===== config.mk =====
export PLATFORM = sky130hd
export DESIGN_NAME = bcd_serial_subtractor_flat
export DESIGN_NICKNAME = d
export VERILOG_FILES = /design/src/rtl/bcd_sub_if.sv /design/src/rtl/bcd_serial_subtractor.sv /design/src/flat_wrapper.sv
export SDC_FILE = /design/constraint.sdc
export NUM_CORES = 1
export LEC_CHECK = 0
export ABC_AREA = 1
export CAP_MARGIN = 0
export CORE_AREA = 2 2 77 79
export CTS_CLUSTER_DIAMETER = 80
export DETAILED_ROUTE_END_ITERATION = 10
export DIE_AREA = 0 0 79 81
export GPL_ROUTABILITY_DRIVEN = 0
export PLACE_DENSITY = 0.73
export SLEW_MARGIN = 10
export SYNTH_ARGS = -nofsm -noshare
export SYNTH_HDL_FRONTEND = slang
export SYNTH_SLANG_ARGS = --single-unit

===== constraint.sdc =====
create_clock -name clk -period 2.4 [get_ports clk]
set_input_delay 0.48 -clock clk [delete_from_list [all_inputs] [get_ports clk]]
set_output_delay 0.48 -clock clk [all_outputs]
set_load 0.02 [all_outputs]

===== src/rtl/bcd_sub_if.sv =====
// Handshake and operand/result bundle for bcd_serial_subtractor.
// master drives start/a/b; slave (the subtractor) drives the status and result.
interface bcd_sub_if #(
  parameter int DIGITS = 4
);
  logic                  start;
  logic [4*DIGITS-1:0]   a;
  logic [4*DIGITS-1:0]   b;
  logic                  busy;
  logic                  done;
  logic [4*DIGITS-1:0]   result;
  logic                  borrow_out;
  logic                  invalid;

  modport master (
    output start, a, b,
    input  busy, done, result, borrow_out, invalid
  );

  modport slave (
    input  start, a, b,
    output busy, done, result, borrow_out, invalid
  );
endinterface


===== src/rtl/bcd_serial_subtractor.sv =====
// Digit-serial BCD subtractor: result = a - b, one decimal digit per clock,
// LSD first, ten's complement plus borrow_out when a < b.
// Optional macro BCD_SUB_CHECK_EN: flag non-BCD input nibbles at capture and
// report invalid (with result and borrow_out forced to 0) in the done cycle.
module bcd_serial_subtractor #(
  parameter int DIGITS = 4
) (
  input  logic      clk,
  input  logic      rst,
  bcd_sub_if.slave  bus
);

  localparam int CW = (DIGITS > 1) ? $clog2(DIGITS) : 1;
  localparam int W  = 4 * DIGITS;

  typedef enum logic [1:0] {S_IDLE, S_RUN, S_DONE} state_t;

  state_t          state_q;
  logic [W-1:0]    a_q;
  logic [W-1:0]    b_q;
  logic [W-1:0]    result_q;
  logic [CW-1:0]   cnt_q;
  logic            borrow_q;
  logic            borrow_out_q;
  logic            busy_q;
  logic            done_q;

  logic [5:0]      diff_d;
  logic [5:0]      corr_d;
  logic [3:0]      digit_d;
  logic            borrow_d;
  logic            last_d;

`ifdef BCD_SUB_CHECK_EN
  logic            bad_q;
  logic            invalid_q;

  // True when any nibble of v exceeds 9.
  function automatic logic has_nonbcd(input logic [W-1:0] v);
    logic r;
    r = 1'b0;
    for (int i = 0; i < DIGITS; i++)
      if (v[4*i +: 4] > 4'd9) r = 1'b1;
    return r;
  endfunction
`endif

  // Current digit: signed difference, +10 correction and next borrow.
  always_comb begin
    diff_d   = {2'b00, a_q[3:0]} - {2'b00, b_q[3:0]} - {5'b0, borrow_q};
    corr_d   = diff_d;
    borrow_d = 1'b0;
    if (diff_d[5]) begin
      corr_d   = diff_d + 6'd10;
      borrow_d = 1'b1;
    end
    digit_d = corr_d[3:0];
    last_d  = (cnt_q == CW'(DIGITS - 1));
  end

  // Control FSM with registered outputs; operands shift right one digit per RUN cycle.
  always_ff @(posedge clk) begin
    if (rst) begin
      state_q      <= S_IDLE;
      a_q          <= '0;
      b_q          <= '0;
      result_q     <= '0;
      cnt_q        <= '0;
      borrow_q     <= 1'b0;
      borrow_out_q <= 1'b0;
      busy_q       <= 1'b0;
      done_q       <= 1'b0;
`ifdef BCD_SUB_CHECK_EN
      bad_q        <= 1'b0;
      invalid_q    <= 1'b0;
`endif
    end else begin
      case (state_q)
        S_IDLE: begin
          if (bus.start) begin
            a_q          <= bus.a;
            b_q          <= bus.b;
            result_q     <= '0;
            cnt_q        <= '0;
            borrow_q     <= 1'b0;
            borrow_out_q <= 1'b0;
            busy_q       <= 1'b1;
`ifdef BCD_SUB_CHECK_EN
            bad_q        <= has_nonbcd(bus.a) | has_nonbcd(bus.b);
            invalid_q    <= 1'b0;
`endif
            state_q      <= S_RUN;
          end
        end
        S_RUN: begin
          result_q[4*cnt_q +: 4] <= digit_d;
          a_q      <= a_q >> 4;
          b_q      <= b_q >> 4;
          borrow_q <= borrow_d;
          cnt_q    <= cnt_q + CW'(1);
          if (last_d) begin
            busy_q       <= 1'b0;
            done_q       <= 1'b1;
            borrow_out_q <= borrow_d;
            state_q      <= S_DONE;
`ifdef BCD_SUB_CHECK_EN
            // Non-BCD operands: run full latency, then report a zeroed result.
            if (bad_q) begin
              result_q     <= '0;
              borrow_out_q <= 1'b0;
              invalid_q    <= 1'b1;
            end
`endif
          end
        end
        S_DONE: begin
          done_q  <= 1'b0;
          state_q <= S_IDLE;
        end
        default: state_q <= S_IDLE;
      endcase
    end
  end

  assign bus.busy       = busy_q;
  assign bus.done       = done_q;
  assign bus.result     = result_q;
  assign bus.borrow_out = borrow_out_q;
`ifdef BCD_SUB_CHECK_EN
  assign bus.invalid    = invalid_q;
`else
  assign bus.invalid    = 1'b0;
`endif

endmodule


===== src/flat_wrapper.sv =====
// flat-port wrapper written by rule: the top's interface ports become plain ports
module bcd_serial_subtractor_flat 
#(
  parameter int DIGITS = 4
)
  (clk, rst, bus_start, bus_a, bus_b, bus_busy, bus_done, bus_result, bus_borrow_out, bus_invalid);
  bcd_sub_if #(.DIGITS(DIGITS)) bus_i ();
  input  logic clk;
  input  logic rst;
  input wire logic [$bits(bus_i.start)-1:0] bus_start;
  input wire logic [$bits(bus_i.a)-1:0] bus_a;
  input wire logic [$bits(bus_i.b)-1:0] bus_b;
  output wire logic [$bits(bus_i.busy)-1:0] bus_busy;
  output wire logic [$bits(bus_i.done)-1:0] bus_done;
  output wire logic [$bits(bus_i.result)-1:0] bus_result;
  output wire logic [$bits(bus_i.borrow_out)-1:0] bus_borrow_out;
  output wire logic [$bits(bus_i.invalid)-1:0] bus_invalid;
  assign bus_i.start = bus_start;
  assign bus_i.a = bus_a;
  assign bus_i.b = bus_b;
  assign bus_busy = bus_i.busy;
  assign bus_done = bus_i.done;
  assign bus_result = bus_i.result;
  assign bus_borrow_out = bus_i.borrow_out;
  assign bus_invalid = bus_i.invalid;
  bcd_serial_subtractor #(.DIGITS(DIGITS)) u_core (.clk(clk), .rst(rst), .bus(bus_i));
endmodule

==> qor_table.md <==
| Quantity | Reported | Unit |
|:---|:---|:---|
| Share of post-route cells with drive strength above 1 | 0.116 | - |
| Final number of setup-violating endpoints | 0 | - |
| Dominant combinational cell family by area after synthesis | simple AND/OR/NAND/NOR gates | - |
| Worst skew pair latency | 310 | ps |
| Total non-filler cell area in the finished layout | 3370 | um^2 |
| Antenna-violating nets left | 0 | - |
| Hold Vio Cnt, Final | 0 | - |
| Unrepaired setup endpoints after global routing | true | - |
| Worst hold margin | 465 | ps |
| Tightest Pin Transition | 776 | ps |
| Critical Path Source | u_core.a_q[0]$_SDFFE_PP0P_ | - |
| Site row count | 28 | - |
| Horizontal die dimension | 79 | um |
| Number of vias in the routed layout | 2,357 | - |
| Run status | finished, final reports clean | - |
| Number of register bits inferred by synthesis | 56 | - |
| H-tree level count | 2 | - |
| Nets@finish | 441 | - |
| First drt pass iteration count | 4 | - |
| Post-layout min period | 2310 | ps |
| HPWL after DPL | 4050 | um |
| Clock tree from TritonCTS | yes | - |
| Synth Cell Area | 2550 | um^2 |
| Starting density of the core | 0.450 | - |
| Total placed instance area | 3150 | um^2 |
| Share of synthesized area occupied by flip-flops and latches | 0.439 | - |
| Maximum fanout count along the critical path | 4 | - |
| Post-route clock period utilization | 0.962 | - |
| Synth Area in XOR/XNOR | 0.0142 | - |
| Most common library cell in the layout ignoring fill and taps | sky130_fd_sc_hd__nand2_1 | - |
| R2R depth | 13 | - |
| Startpoint type of the worst setup path | register | - |
| Antenna diode instance count | 0 | - |
| Combinational share of power | 0.249 | - |
| CTS Buf Count | 5 | - |
| Largest voltage drop on the vdd net | 0.365 | mV |
| Die area | 6400 | um^2 |
| Number of instances on the worst hold path | 2 | - |
| Filler cell count | 554 | - |
| Required time reported for the critical path endpoint | 2650 | ps |
| Final Power | 2.21 | mW |
| Worst R2R Setup Slack | 90 | ps |
| Area share of and/or/nand/nor cells after synthesis | 0.255 | - |
| Switching power total | 0.654 | mW |
| Iter 0 DRT Violations | 172 | - |
| Reported max-cap violation count | 0 | - |
| Worst rel slew slack | 0.481 | - |
| Wire length reported by the detailed router | 5930 | um |
| Post-route clock skew | 10.4 | ps |
| Synthesized instance count | 341 | - |
| Critical Path Sink Type | register | - |
| Area of the core | 5680 | um^2 |
| P per Cell Area | 656 | nW/um^2 |
| Number of global-route vias before repair | 2,197 | - |
| Pins over their slew limit | 0 | - |
| Hold endpoint | u_core.b_q[14]$_SDFFE_PP0P_ | - |
| Global-route wire length before repair | 9740 | um |
| Antenna violations before repair | 0 | - |
| Origin of the worst min-delay path | u_core.b_q[14]$_SDFFE_PP0P_ | - |
| Clock slew at reported path FFs | 100 | ps |
| Average size of a mapped cell | 7.49 | um^2 |
| Post-synthesis adder-cell area fraction | 0.0617 | - |
| Synth unique cells | 29 | - |
| Most frequent cells in the layout | sky130_fd_sc_hd__nand2_1, sky130_fd_sc_hd__dfxtp_1, sky130_fd_sc_hd__clkdlybuf4s50_1 | - |
| Crit Reg-Reg Endpoint | u_core.bus.result[14]$_SDFFE_PP0P_ | - |
| Per-cell routed wire length | 12.6 | um |
| Data arrival at the endpoint of the critical path | 2560 | ps |
| Start-to-end type of the worst setup path | reg2reg | - |
| Growth of design area from synthesis to finish | 31.8 | % |
| # DRC | 0 | - |
| Share of synthesized area spent on multiplexers | 0 | - |
| Power Internal | 1.56 | mW |
| Share of power burned in the clock network | 0.294 | - |
| Overall overflow remaining after global route | 0 | - |
| Post-synthesis compound-gate area fraction | 0.151 | - |
| Vias per std cell | 5.01 | - |
| Pleak | 1.36 | nW |
| Worst r2r src | u_core.a_q[0]$_SDFFE_PP0P_ | - |
| Switching part of the total power | 0.296 | - |
| Sequential cell fraction of total power | 0.457 | - |
| Clock root cell | sky130_fd_sc_hd__clkbuf_8 | - |
| # port buffers | 53 | - |
| Clk sinks | 56 | - |
| Fmax | 433 | MHz |
| Overall die height | 81 | um |
| Buffers from clock root to sink, at most | 2 | - |
| Yosys Warn Count | 0 | - |
| Hold WC Path Type | reg2reg | - |
| Ports placed on the boundary | 55 | - |
| Syn nets | 388 | - |
| Maximum number of pins on one net before global-route repair | 37 | - |
| Overall fraction of global-route tracks in use | 0.192 | - |
-- kinds of logic after synthesis --
logic type               count (synthesis)
AND/OR/NAND/NOR                        155
AO/OA/AOI/OAI                           66
flip-flops                              56
buffers and inverters                   49
adder cells (fa/ha/maj)                 12
XOR/XNOR                                 2
other                                    1
-- metal layers --
layer,wire length [um],share of wire,GRT usage
met5,0,0,0
met4,62,0.010,0.0690
met3,210,0.035,0.0344
met2,2870,0.48,0.322
met1,2790,0.47,0.250
-- area by class of cell --
| class | count | area (um^2) | area share |
|---|---|---|---|
| clock buffer | 6 | 82.6 | 0.0245 |
| clock inverter | 2 | 38.8 | 0.0115 |
| inverter | 31 | 116 | 0.0345 |
| multi-input combinational | 236 | 1300 | 0.386 |
| sequential | 56 | 1120 | 0.334 |
| tap | 75 | 93.8 | 0.0279 |
| timing repair buffer | 64 | 613 | 0.182 |
-- cells in the mapped netlist --
master	instances	area, um^2
sky130_fd_sc_hd__o21ai_2	1	8.76
sky130_fd_sc_hd__nand3_2	1	10.0
sky130_fd_sc_hd__xor2_1	1	8.76
sky130_fd_sc_hd__a22oi_1	11	82.6
sky130_fd_sc_hd__a21oi_2	2	17.5
sky130_fd_sc_hd__and3_1	1	6.26
sky130_fd_sc_hd__a31oi_1	9	56.3
sky130_fd_sc_hd__nor3_1	2	10.0
sky130_fd_sc_hd__nor2_1	7	26.3
sky130_fd_sc_hd__fa_1	1	20.0
sky130_fd_sc_hd__nand2_4	1	11.3
sky130_fd_sc_hd__dfxtp_1	56	1120
sky130_fd_sc_hd__nor2_4	1	11.3
sky130_fd_sc_hd__nand2_1	118	443
sky130_fd_sc_hd__nor4_1	1	6.26
sky130_fd_sc_hd__inv_1	28	105
sky130_fd_sc_hd__xor2_4	1	27.5
sky130_fd_sc_hd__o21ai_0	2	10.0
sky130_fd_sc_hd__nand2_2	2	12.5
sky130_fd_sc_hd__clkbuf_1	7	26.3
sky130_fd_sc_hd__conb_1	1	3.75
sky130_fd_sc_hd__buf_4	1	7.51
sky130_fd_sc_hd__nand4_1	7	43.8
sky130_fd_sc_hd__inv_2	3	11.3
sky130_fd_sc_hd__a32o_1	1	10.0
sky130_fd_sc_hd__a21oi_1	40	200
sky130_fd_sc_hd__ha_1	11	138
sky130_fd_sc_hd__nand3_1	14	70.1
sky130_fd_sc_hd__buf_2	10	50.1
-- worst max-delay path by stage --
stage | end | slack, ps | cells after the start
finish | u_core.bus.result[14]$_SDFFE_PP0P_ | 90 | 13
floorplan | u_core.bus.result[15]$_SDFFE_PP0P_ | 230 | 14
global route | u_core.bus.result[14]$_SDFFE_PP0P_ | -40 | 13
global placement | u_core.bus.result[7]$_SDFFE_PP0P_ | 100 | 14
CTS | u_core.bus.result[15]$_SDFFE_PP0P_ | 30 | 14
detailed placement | u_core.bus.result[15]$_SDFFE_PP0P_ | 3 | 14
-- critical path, cell delays in order, from the launching register on --
cell	delay [ps]
sky130_fd_sc_hd__dfxtp_2	340
sky130_fd_sc_hd__inv_2	60
sky130_fd_sc_hd__ha_4	120
sky130_fd_sc_hd__inv_2	40
sky130_fd_sc_hd__fa_2	570
sky130_fd_sc_hd__inv_2	60
sky130_fd_sc_hd__ha_4	160
sky130_fd_sc_hd__xor2_2	160
sky130_fd_sc_hd__inv_2	70
sky130_fd_sc_hd__ha_4	270
sky130_fd_sc_hd__nand2_4	40
sky130_fd_sc_hd__o21ai_4	70
sky130_fd_sc_hd__nand4_1	130
sky130_fd_sc_hd__a21oi_2	170
-- power by group through the flow --
stage | Combinational, mW | Clock [mW] | Sequential (mW)
after floorplan | 0.315 | 0 | 1.03
after global placement | 0.458 | 0 | 1.03
after detailed placement | 0.464 | 0 | 1.03
after CTS | 0.479 | 0.659 | 1.01
after global routing | 0.621 | 0.698 | 1.02
final | 0.551 | 0.651 | 1.01
-- flip-flops by register name (all words and copies together), names as in the netlist, 2 cells and up --
register,count
u_core.a_q,16
u_core.b_q,16
u_core.bus.result,16
u_core.cnt_q,2
u_core.state_q,2
-- stage by stage --
stage / setup TNS [ps] / utilization / setup WS [ps] / std cells
after global routing: -160 / 0.593 / -42.6 / 470
after floorplan: 0 / - / 225 / 341
after CTS: 0 / 0.579 / 25.2 / 467
final: 0 / 0.593 / 90.9 / 470
after global placement: 0 / 0.555 / 104 / 458
after detailed placement: 0 / 0.555 / 3.47 / 458
-- what timing repair did --
item / CTS / global route
endpoints found under the setup margin: 3 / 8
hold buffers: 0 / 0
buffers inserted: 1 / 3
pin swaps: 1 / 9
resized for setup: 1 / 18
Note: power is estimated with default switching activity, not from simulation.
